## src/rtl/gelato_warp_scheduler_pkg.sv

```systemverilog
`default_nettype none
// +----------------------------------------------------------------------+
// | gelato_warp_scheduler_pkg: shared instruction/warp-id types           |
// | Revision: 1.0                                                        |
// +----------------------------------------------------------------------+
package gelato_warp_scheduler_pkg;

  localparam int NUM_WARPS_DEF = 4;
  localparam int WID_W_DEF     = $clog2(NUM_WARPS_DEF);

  typedef logic [31:0]          inst_t;
  typedef logic [WID_W_DEF-1:0] wid_t;

endpackage
`default_nettype wire

```

## src/rtl/gelato_warp_scheduler_if.sv

```systemverilog
`default_nettype none
// +----------------------------------------------------------------------+
// | gelato_warp_scheduler_if: valid/ready issue channel toward issue     |
// | Revision: 1.0                                                        |
// +----------------------------------------------------------------------+
interface gelato_warp_scheduler_if
  import gelato_warp_scheduler_pkg::*;
#(
  parameter int WID_W = WID_W_DEF
);

  logic             issue_valid;
  logic             issue_ready;
  inst_t            issue_inst;
  logic [WID_W-1:0] issue_wid;

  modport master (output issue_valid, output issue_inst, output issue_wid, input  issue_ready);
  modport slave  (input  issue_valid, input  issue_inst, input  issue_wid, output issue_ready);

endinterface
`default_nettype wire

```

## src/rtl/gelato_rr_arbiter.sv

```systemverilog
`default_nettype none
// +----------------------------------------------------------------------+
// | gelato_rr_arbiter: combinational round-robin picker starting at ptr  |
// | Revision: 1.0                                                        |
// +----------------------------------------------------------------------+
module gelato_rr_arbiter #(
  parameter int N = 4,
  parameter int W = $clog2(N)
) (
  input  logic [N-1:0] req_i,
  input  logic [W-1:0] ptr_i,
  output logic [N-1:0] grant_o,
  output logic [W-1:0] grant_idx_o,
  output logic         any_grant_o
);

  logic [W-1:0] idx;

  // N is a power of two, so the W-bit add wraps the search order naturally
  always_comb begin
    grant_o     = '0;
    grant_idx_o = '0;
    any_grant_o = 1'b0;
    idx         = '0;
    for (int k = 0; k < N; k++) begin
      idx = ptr_i + W'(k);
      if (!any_grant_o && req_i[idx]) begin
        any_grant_o  = 1'b1;
        grant_o[idx] = 1'b1;
        grant_idx_o  = idx;
      end
    end
  end

endmodule
`default_nettype wire

```

## src/rtl/gelato_warp_scheduler.sv

```systemverilog
`default_nettype none
// +----------------------------------------------------------------------+
// | gelato_warp_scheduler: round-robin warp pick into one issue register |
// | Revision: 1.0                                                        |
// +----------------------------------------------------------------------+
module gelato_warp_scheduler
  import gelato_warp_scheduler_pkg::*;
#(
  parameter int NUM_WARPS = NUM_WARPS_DEF,
  parameter int WID_W     = $clog2(NUM_WARPS)
) (
  input  logic                 clk,
  input  logic                 rst_n,
  input  logic                 rdy,
  input  logic [NUM_WARPS-1:0] buf_empty,
  input  inst_t                buf_tail_data [NUM_WARPS],
  output logic [NUM_WARPS-1:0] buf_pop,
  input  logic [NUM_WARPS-1:0] sb_ready,
  input  logic                 launch_valid,
  input  logic [WID_W-1:0]     launch_wid,
  input  logic                 exit_valid,
  input  logic [WID_W-1:0]     exit_wid,
  gelato_warp_scheduler_if.master iss,
  output logic [NUM_WARPS-1:0] active_mask,
  output logic [31:0]          perf_issue_cnt
);

  logic                 issue_valid_q, issue_valid_d;
  inst_t                issue_inst_q,  issue_inst_d;
  logic [WID_W-1:0]     issue_wid_q,   issue_wid_d;
  logic [WID_W-1:0]     rr_ptr_q,      rr_ptr_d;
  logic [NUM_WARPS-1:0] active_q,      active_d;
  logic [31:0]          perf_cnt_q,    perf_cnt_d;

  logic [NUM_WARPS-1:0] exiting, launching, eligible, req, grant;
  logic [WID_W-1:0]     grant_idx;
  logic                 any_grant, slot_free, accept;

  always_comb begin
    exiting   = '0;
    launching = '0;
    for (int i = 0; i < NUM_WARPS; i++) begin
      exiting[i]   = exit_valid   && (exit_wid   == WID_W'(i));
      launching[i] = launch_valid && (launch_wid == WID_W'(i));
    end
  end

  // A warp exiting this cycle is already out of contention
  assign eligible  = active_q & ~buf_empty & sb_ready & ~exiting;
  assign slot_free = ~issue_valid_q | iss.issue_ready;
  assign req       = (rdy && slot_free) ? eligible : '0;
  assign accept    = rdy & issue_valid_q & iss.issue_ready;

  gelato_rr_arbiter #(
    .N (NUM_WARPS),
    .W (WID_W)
  ) u_arb (
    .req_i       (req),
    .ptr_i       (rr_ptr_q),
    .grant_o     (grant),
    .grant_idx_o (grant_idx),
    .any_grant_o (any_grant)
  );

  always_comb begin
    issue_valid_d = issue_valid_q;
    issue_inst_d  = issue_inst_q;
    issue_wid_d   = issue_wid_q;
    rr_ptr_d      = rr_ptr_q;
    active_d      = active_q;
    perf_cnt_d    = perf_cnt_q;
    buf_pop       = '0;
    if (rdy) begin
      if (accept) perf_cnt_d = perf_cnt_q + 32'd1;
      if (any_grant) begin
        buf_pop       = grant;
        issue_valid_d = 1'b1;
        issue_inst_d  = buf_tail_data[grant_idx];
        issue_wid_d   = grant_idx;
        rr_ptr_d      = grant_idx + WID_W'(1);
      end else if (accept) begin
        issue_valid_d = 1'b0;
      end
      // Clearing after setting lets exit win over a same-cycle launch
      active_d = (active_q | launching) & ~exiting;
    end
  end

  always_ff @(posedge clk or negedge rst_n) begin
    if (!rst_n) begin
      issue_valid_q <= 1'b0;
      issue_inst_q  <= '0;
      issue_wid_q   <= '0;
      rr_ptr_q      <= '0;
      active_q      <= '0;
      perf_cnt_q    <= '0;
    end else begin
      issue_valid_q <= issue_valid_d;
      issue_inst_q  <= issue_inst_d;
      issue_wid_q   <= issue_wid_d;
      rr_ptr_q      <= rr_ptr_d;
      active_q      <= active_d;
      perf_cnt_q    <= perf_cnt_d;
    end
  end

  assign iss.issue_valid = issue_valid_q;
  assign iss.issue_inst  = issue_inst_q;
  assign iss.issue_wid   = issue_wid_q;
  assign active_mask     = active_q;
  assign perf_issue_cnt  = perf_cnt_q;

  a_pop_only_nonempty: assert property (@(posedge clk) disable iff (!rst_n)
    (buf_pop & buf_empty) == '0);

endmodule
`default_nettype wire
```

## src/flat_wrapper.sv

```systemverilog
// flat-port wrapper written by rule: the top's interface ports become plain ports
module gelato_warp_scheduler_flat import gelato_warp_scheduler_pkg::*;
#(
  parameter int NUM_WARPS = NUM_WARPS_DEF,
  parameter int WID_W     = $clog2(NUM_WARPS)
)
  (clk, rst_n, rdy, buf_empty, buf_tail_data, buf_pop, sb_ready, launch_valid, launch_wid, exit_valid, exit_wid, active_mask, perf_issue_cnt, iss_issue_valid, iss_issue_inst, iss_issue_wid, iss_issue_ready);
  gelato_warp_scheduler_if #(.WID_W(WID_W)) iss_i ();
  input  logic clk;
  input  logic rst_n;
  input  logic rdy;
  input  logic [NUM_WARPS-1:0] buf_empty;
  input  inst_t buf_tail_data[NUM_WARPS];
  output logic [NUM_WARPS-1:0] buf_pop;
  input  logic [NUM_WARPS-1:0] sb_ready;
  input  logic launch_valid;
  input  logic [WID_W-1:0] launch_wid;
  input  logic exit_valid;
  input  logic [WID_W-1:0] exit_wid;
  output logic [NUM_WARPS-1:0] active_mask;
  output logic [31:0] perf_issue_cnt;
  output wire logic [$bits(iss_i.issue_valid)-1:0] iss_issue_valid;
  output wire logic [$bits(iss_i.issue_inst)-1:0] iss_issue_inst;
  output wire logic [$bits(iss_i.issue_wid)-1:0] iss_issue_wid;
  input wire logic [$bits(iss_i.issue_ready)-1:0] iss_issue_ready;
  assign iss_issue_valid = iss_i.issue_valid;
  assign iss_issue_inst = iss_i.issue_inst;
  assign iss_issue_wid = iss_i.issue_wid;
  assign iss_i.issue_ready = iss_issue_ready;
  gelato_warp_scheduler #(.NUM_WARPS(NUM_WARPS), .WID_W(WID_W)) u_core (.clk(clk), .rst_n(rst_n), .rdy(rdy), .buf_empty(buf_empty), .buf_tail_data(buf_tail_data), .buf_pop(buf_pop), .sb_ready(sb_ready), .launch_valid(launch_valid), .launch_wid(launch_wid), .exit_valid(exit_valid), .exit_wid(exit_wid), .iss(iss_i), .active_mask(active_mask), .perf_issue_cnt(perf_issue_cnt));
endmodule
```

## config.mk

```make
export PLATFORM = sky130hd
export DESIGN_NAME = gelato_warp_scheduler_flat
export DESIGN_NICKNAME = d
export VERILOG_FILES = /design/src/rtl/gelato_warp_scheduler_pkg.sv /design/src/rtl/gelato_warp_scheduler_if.sv /design/src/rtl/gelato_rr_arbiter.sv /design/src/rtl/gelato_warp_scheduler.sv /design/src/flat_wrapper.sv
export SDC_FILE = /design/constraint.sdc
export NUM_CORES = 1
export LEC_CHECK = 0
export ABC_CLOCK_PERIOD_IN_PS = 3300
export CAP_MARGIN = 10
export CORE_MARGIN = 2
export CORE_UTILIZATION = 37
export CTS_CLUSTER_SIZE = 24
export DETAILED_ROUTE_END_ITERATION = 7
export GPL_TIMING_DRIVEN = 0
export HOLD_SLACK_MARGIN = 0.03
export PLACE_DENSITY = 0.9
export SYNTH_ARGS = -nofsm -noshare
export SYNTH_HDL_FRONTEND = slang
export SYNTH_SLANG_ARGS = --single-unit
```

## constraint.sdc

```tcl
create_clock -name clk -period 3.3 [get_ports clk]
set_clock_uncertainty 0.15 [all_clocks]
set_input_delay 0.495 -clock clk [delete_from_list [all_inputs] [get_ports clk]]
set_output_delay 0.495 -clock clk [all_outputs]
set_load 0.05 [all_outputs]
```

==> metrics list <==
* DIE AREA: 0.01257 mm^2
- Worst-margin pin slew: 0.9193 ns
* Area of the core: between 0.01 and 0.015 mm^2
- Fin. Hold Viols: 0
* Ratio of routed vias to standard cells: 5.446
- For this run, design rule violations remaining after detail routing come to 0.
- In this run the critical register-to-register path is launched from u_core.rr_ptr_q[0].
- For this configuration, the core starts out at a cell density of 0.3789.
* Clk network pwr share: 0.178
- Area after DPL: 0.006728 mm^2
- Critical Path Fanout Max: 6
- The first global-routing pass estimated 23240 um of wire.
- Cell total after placement: approximately 790
* Pint: ~3 mW
* Global router's overall resource usage: 0.2271
- Synthesis inferred 73 register bits.
- In this run the number of H-tree levels came out at 3.
* Power density relative to cell area: 767.8 mW/mm^2
- Share of flip-flops with an asynchronous set or reset: 1.000
- ANT cells: 0
- Vert. Die Dim: 112.1 um
- At the end of the flow, the number of nets in the layout was 829.
- The endpoint identified for the worst register-to-register timing path is u_core.iss.issue_inst[23].
- The cell area that synthesis handed to floorplanning was 0.004327 mm^2.
- Cell with the most instances after synthesis: sky130_fd_sc_hd__dfrtp_1
- In this run the worst setup path begins at sb_ready[3].
* Met2 Wirelength: 7662 um
- Share of final-layout standard cells stronger than drive strength 1: 0.1105
- Clock tree synthesis selected as its root buffer the cell sky130_fd_sc_hd__clkbuf_16.
- Max Buffers Root-to-Sink: 2
- The worst setup path is of the primary input to primary output kind.
- The number of different library cells used by synthesis comes to 50.
* Total met3 wirelength after detailed routing: between 1000 and 1500 um
- Synth-to-layout area growth: 66.66%
- Yosys printed 0 warnings.
* Number of antenna violations at the first check in global routing: 0
- Skew-Pair Late Insertion Delay: about 0.32 ns
- Number of buffer cells added on primary ports: 217
- Avg Cell Area, Syn: 9.969 um^2
- Headroom to the max-slew limit came out at 0.3872.
- In this run the count of I/O pins placed on the die edge is around 220.
* Combinational fraction of design power: 0.581
- VDD sags by at most 578.6 uV.
- After routing the design area is slightly above 0.007 mm^2.
- Final Routed Wirelength: between 10000 and 15000 um
- Main flop type after synthesis: sky130_fd_sc_hd__dfrtp_1
- Type of origin of the critical path: primary input
- TritonCTS sink count: 73
- After detailed routing, no signal wire sits above met4.
* Total congestion overflow: 0
- For this run, the number of standard cells in the final layout without fillers is 822.
- Outcome: finished clean
- Dividing the detail-routed wire length by the instance count gives 17.77 um.
* Endpoint class of the critical path: primary output
- Counting instances in the post-synthesis netlist gives the leading cell types as 73 x sky130_fd_sc_hd__dfrtp_1, 71 x sky130_fd_sc_hd__nand2_1, 51 x sky130_fd_sc_hd__mux2i_1.
* Number of nets still failing antenna checks after routing: 0
- In this run, CTS created clock tree buffers numbering 9.
* Kind of path behind the tightest hold check: primary input to async pin
- Drt first-iter violations: 213
- Crit path to: buf_pop[0]
- Max-cap violations in this run came to 0.
- Vias post-DR: 4477
* Minimum hold slack: 0.1599 ns
- Ratio of final minimum period to clock period: 0.9738
- Clk pin slew, worst setup/hold paths: 0.06 ns
- The share of total power dissipated in sequential elements is 0.241.
* Routed metal-1 wire length: 5650 um
- For the final routed database, the setup TNS stands at 0 ns.
- Slew Viols, Final: 0
- For the worst setup path, the data required time is about 2.7 ns.
- Data arrival, critical path: 2.57 ns
* TritonCTS clock tree: yes
* Main area contributors after synthesis: sky130_fd_sc_hd__dfrtp_1 42%, sky130_fd_sc_hd__mux2i_1 12%, sky130_fd_sc_hd__nand2_1 6.2%
- Fraction of synthesized cell area taken by the top area cell type: 0.4222
* Pin count of the biggest net entering global routing: 74
* Register area share after synthesis: 0.4222
* Number of global-route vias before repair: 4678
- Num rows: 39
* Reg-to-reg setup timing slack: between 0.3 and 0.4 ns
- Detailed placement ended at an HPWL of roughly 11000 um.
* Final Setup Violations: 0
- The cell count after synthesis came out at ~430.
- Die boundary width: between 100 and 150 um
- Switching power: 2.495 mW
- Routability-driven placement finished with a final weighted congestion of 0.8773.
* Syn_nets: roughly 590
- Of the total power, the share spent switching nets is 0.4507.
- The first detailed-routing pass ran for 4 iterations.
- Number of flops mapped to enable cells by yosys: 0
* Min cycle time layout: roughly 3.2 ns
- LEAKAGE: ~3 nW
- Max Clk Rate: 311.2 MHz
* Largest area contributor in the synthesized netlist: sky130_fd_sc_hd__dfrtp_1
- Measured in cells, the most critical reg-to-reg path has a length of 12.
[placed cells by master (no fill, tap or decap), types with 3 or more instances in the layout]
cell	instances
sky130_fd_sc_hd__a41oi_1	3
sky130_fd_sc_hd__nand4_1	4
sky130_fd_sc_hd__inv_1	4
sky130_fd_sc_hd__buf_6	6
sky130_fd_sc_hd__nor3_1	4
sky130_fd_sc_hd__xor2_1	11
sky130_fd_sc_hd__a22oi_2	4
sky130_fd_sc_hd__o21ai_0	4
sky130_fd_sc_hd__o221ai_1	16
sky130_fd_sc_hd__ha_1	9
sky130_fd_sc_hd__nor2_1	18
sky130_fd_sc_hd__nand3_1	43
sky130_fd_sc_hd__and3_1	6
sky130_fd_sc_hd__xnor2_1	20
sky130_fd_sc_hd__mux2i_1	51
sky130_fd_sc_hd__nand2_1	71
sky130_fd_sc_hd__o21ai_4	4
sky130_fd_sc_hd__clkdlybuf4s50_1	211
sky130_fd_sc_hd__buf_4	14
sky130_fd_sc_hd__a22oi_1	4
sky130_fd_sc_hd__o2111ai_1	16
sky130_fd_sc_hd__buf_2	4
sky130_fd_sc_hd__clkinv_4	3
sky130_fd_sc_hd__clkbuf_16	9
sky130_fd_sc_hd__dfrtp_1	71
sky130_fd_sc_hd__clkinv_2	3
sky130_fd_sc_hd__clkbuf_1	12
sky130_fd_sc_hd__buf_12	4
[layout make-up]
| type | instances | area (um^2) |
|---|---|---|
| plain buffers | 25 | 190.2 |
| clock buffers | 10 | 239.0 |
| clock inverters | 6 | 66.31 |
| fillers | 916 | 4208 |
| inverters | 7 | 35.03 |
| multi-input cells | 328 | 2401 |
| flip-flops and latches | 73 | 1829 |
| well taps | 143 | 178.9 |
| repair buffers | 230 | 2271 |
[worst min-delay path by stage]
stage	end	slack [ns]
2_1_floorplan	u_core.active_mask[0]	0.05
3_3_place_gp	u_core.perf_issue_cnt[31]	0.31
3_5_place_dp	u_core.iss.issue_wid[1]	0.33
4_1_cts	u_core.perf_issue_cnt[21]	0.20
5_1_grt	u_core.perf_issue_cnt[20]	0.24
6_report	u_core.perf_issue_cnt[21]	0.16
[stage by stage]
step | total power [mW] | util | setup WS (ns)
2_1_floorplan | 3.349 | - | 0.09165
3_3_place_gp | 4.328 | 0.5894 | -1.124
3_5_place_dp | 4.400 | 0.5892 | -1.150
4_1_cts | 5.440 | 0.6205 | 0.02735
5_1_grt | 5.791 | 0.6315 | -0.008730
6_report | 5.536 | 0.6315 | 0.08656
[critical path: stages]
cell and delay [ns]:
sky130_fd_sc_hd__clkdlybuf4s50_1 0.45, sky130_fd_sc_hd__nand2_1 0.08, sky130_fd_sc_hd__a311oi_4 0.36, sky130_fd_sc_hd__mux2_4 0.26, sky130_fd_sc_hd__nand2_1 0.10, sky130_fd_sc_hd__a211oi_4 0.31
sky130_fd_sc_hd__a22oi_1 0.18, sky130_fd_sc_hd__o21ai_4 0.17, sky130_fd_sc_hd__buf_6 0.17
[cells by family (layout without fill, tap and decap cells)]
family / Yosys count / in the layout / share of synthesized area
DFF: 73 / 73 / 0.4222
muxes: 55 / 55 / 0.1313
adders and majority gates: 9 / 9 / 0.02603
AOI/OAI and AO/OA: 68 / 68 / 0.1281
buffers and inverters: 33 / 278 / 0.04945
and+or+nand+nor: 165 / 165 / 0.1802
xor gates and xnor gates: 31 / 31 / 0.06275
[flip-flops by register name, indices dropped and copies added, names as in the netlist]
name / count
u_core.iss.issue_wid: 2
u_core.active_mask: 4
u_core.perf_issue_cnt: 32
u_core.iss.issue_valid: 1
u_core.iss.issue_inst: 32
u_core.rr_ptr_q: 2
[routing by layer]
layer	global-route usage	vias up
li1	-	2071
met1	0.2646	2177
met2	0.4129	201
met3	0.05292	28
met4	0.07154	0
met5	0	-
[power by group through the flow]
stage | Combinational, mW | Clock [mW] | Sequential (mW)
finish | 3.22 | 0.985 | 1.34
global route | 3.38 | 1.04 | 1.37
CTS | 3.11 | 1.00 | 1.33
detailed placement | 3.04 | 0 | 1.36
global placement | 2.98 | 0 | 1.34
floorplan | 1.16 | 0 | 2.19
[what timing repair did]
| action | in CTS | in global routing |
|---|---|---|
| hold buffers | 0 | 0 |
| pin swaps | 2 | 4 |
| setup endpoints to repair | 37 | 6 |
| resized for setup | 36 | 17 |
| setup buffers | 3 | 10 |
Power figures use the tool's default switching activity.
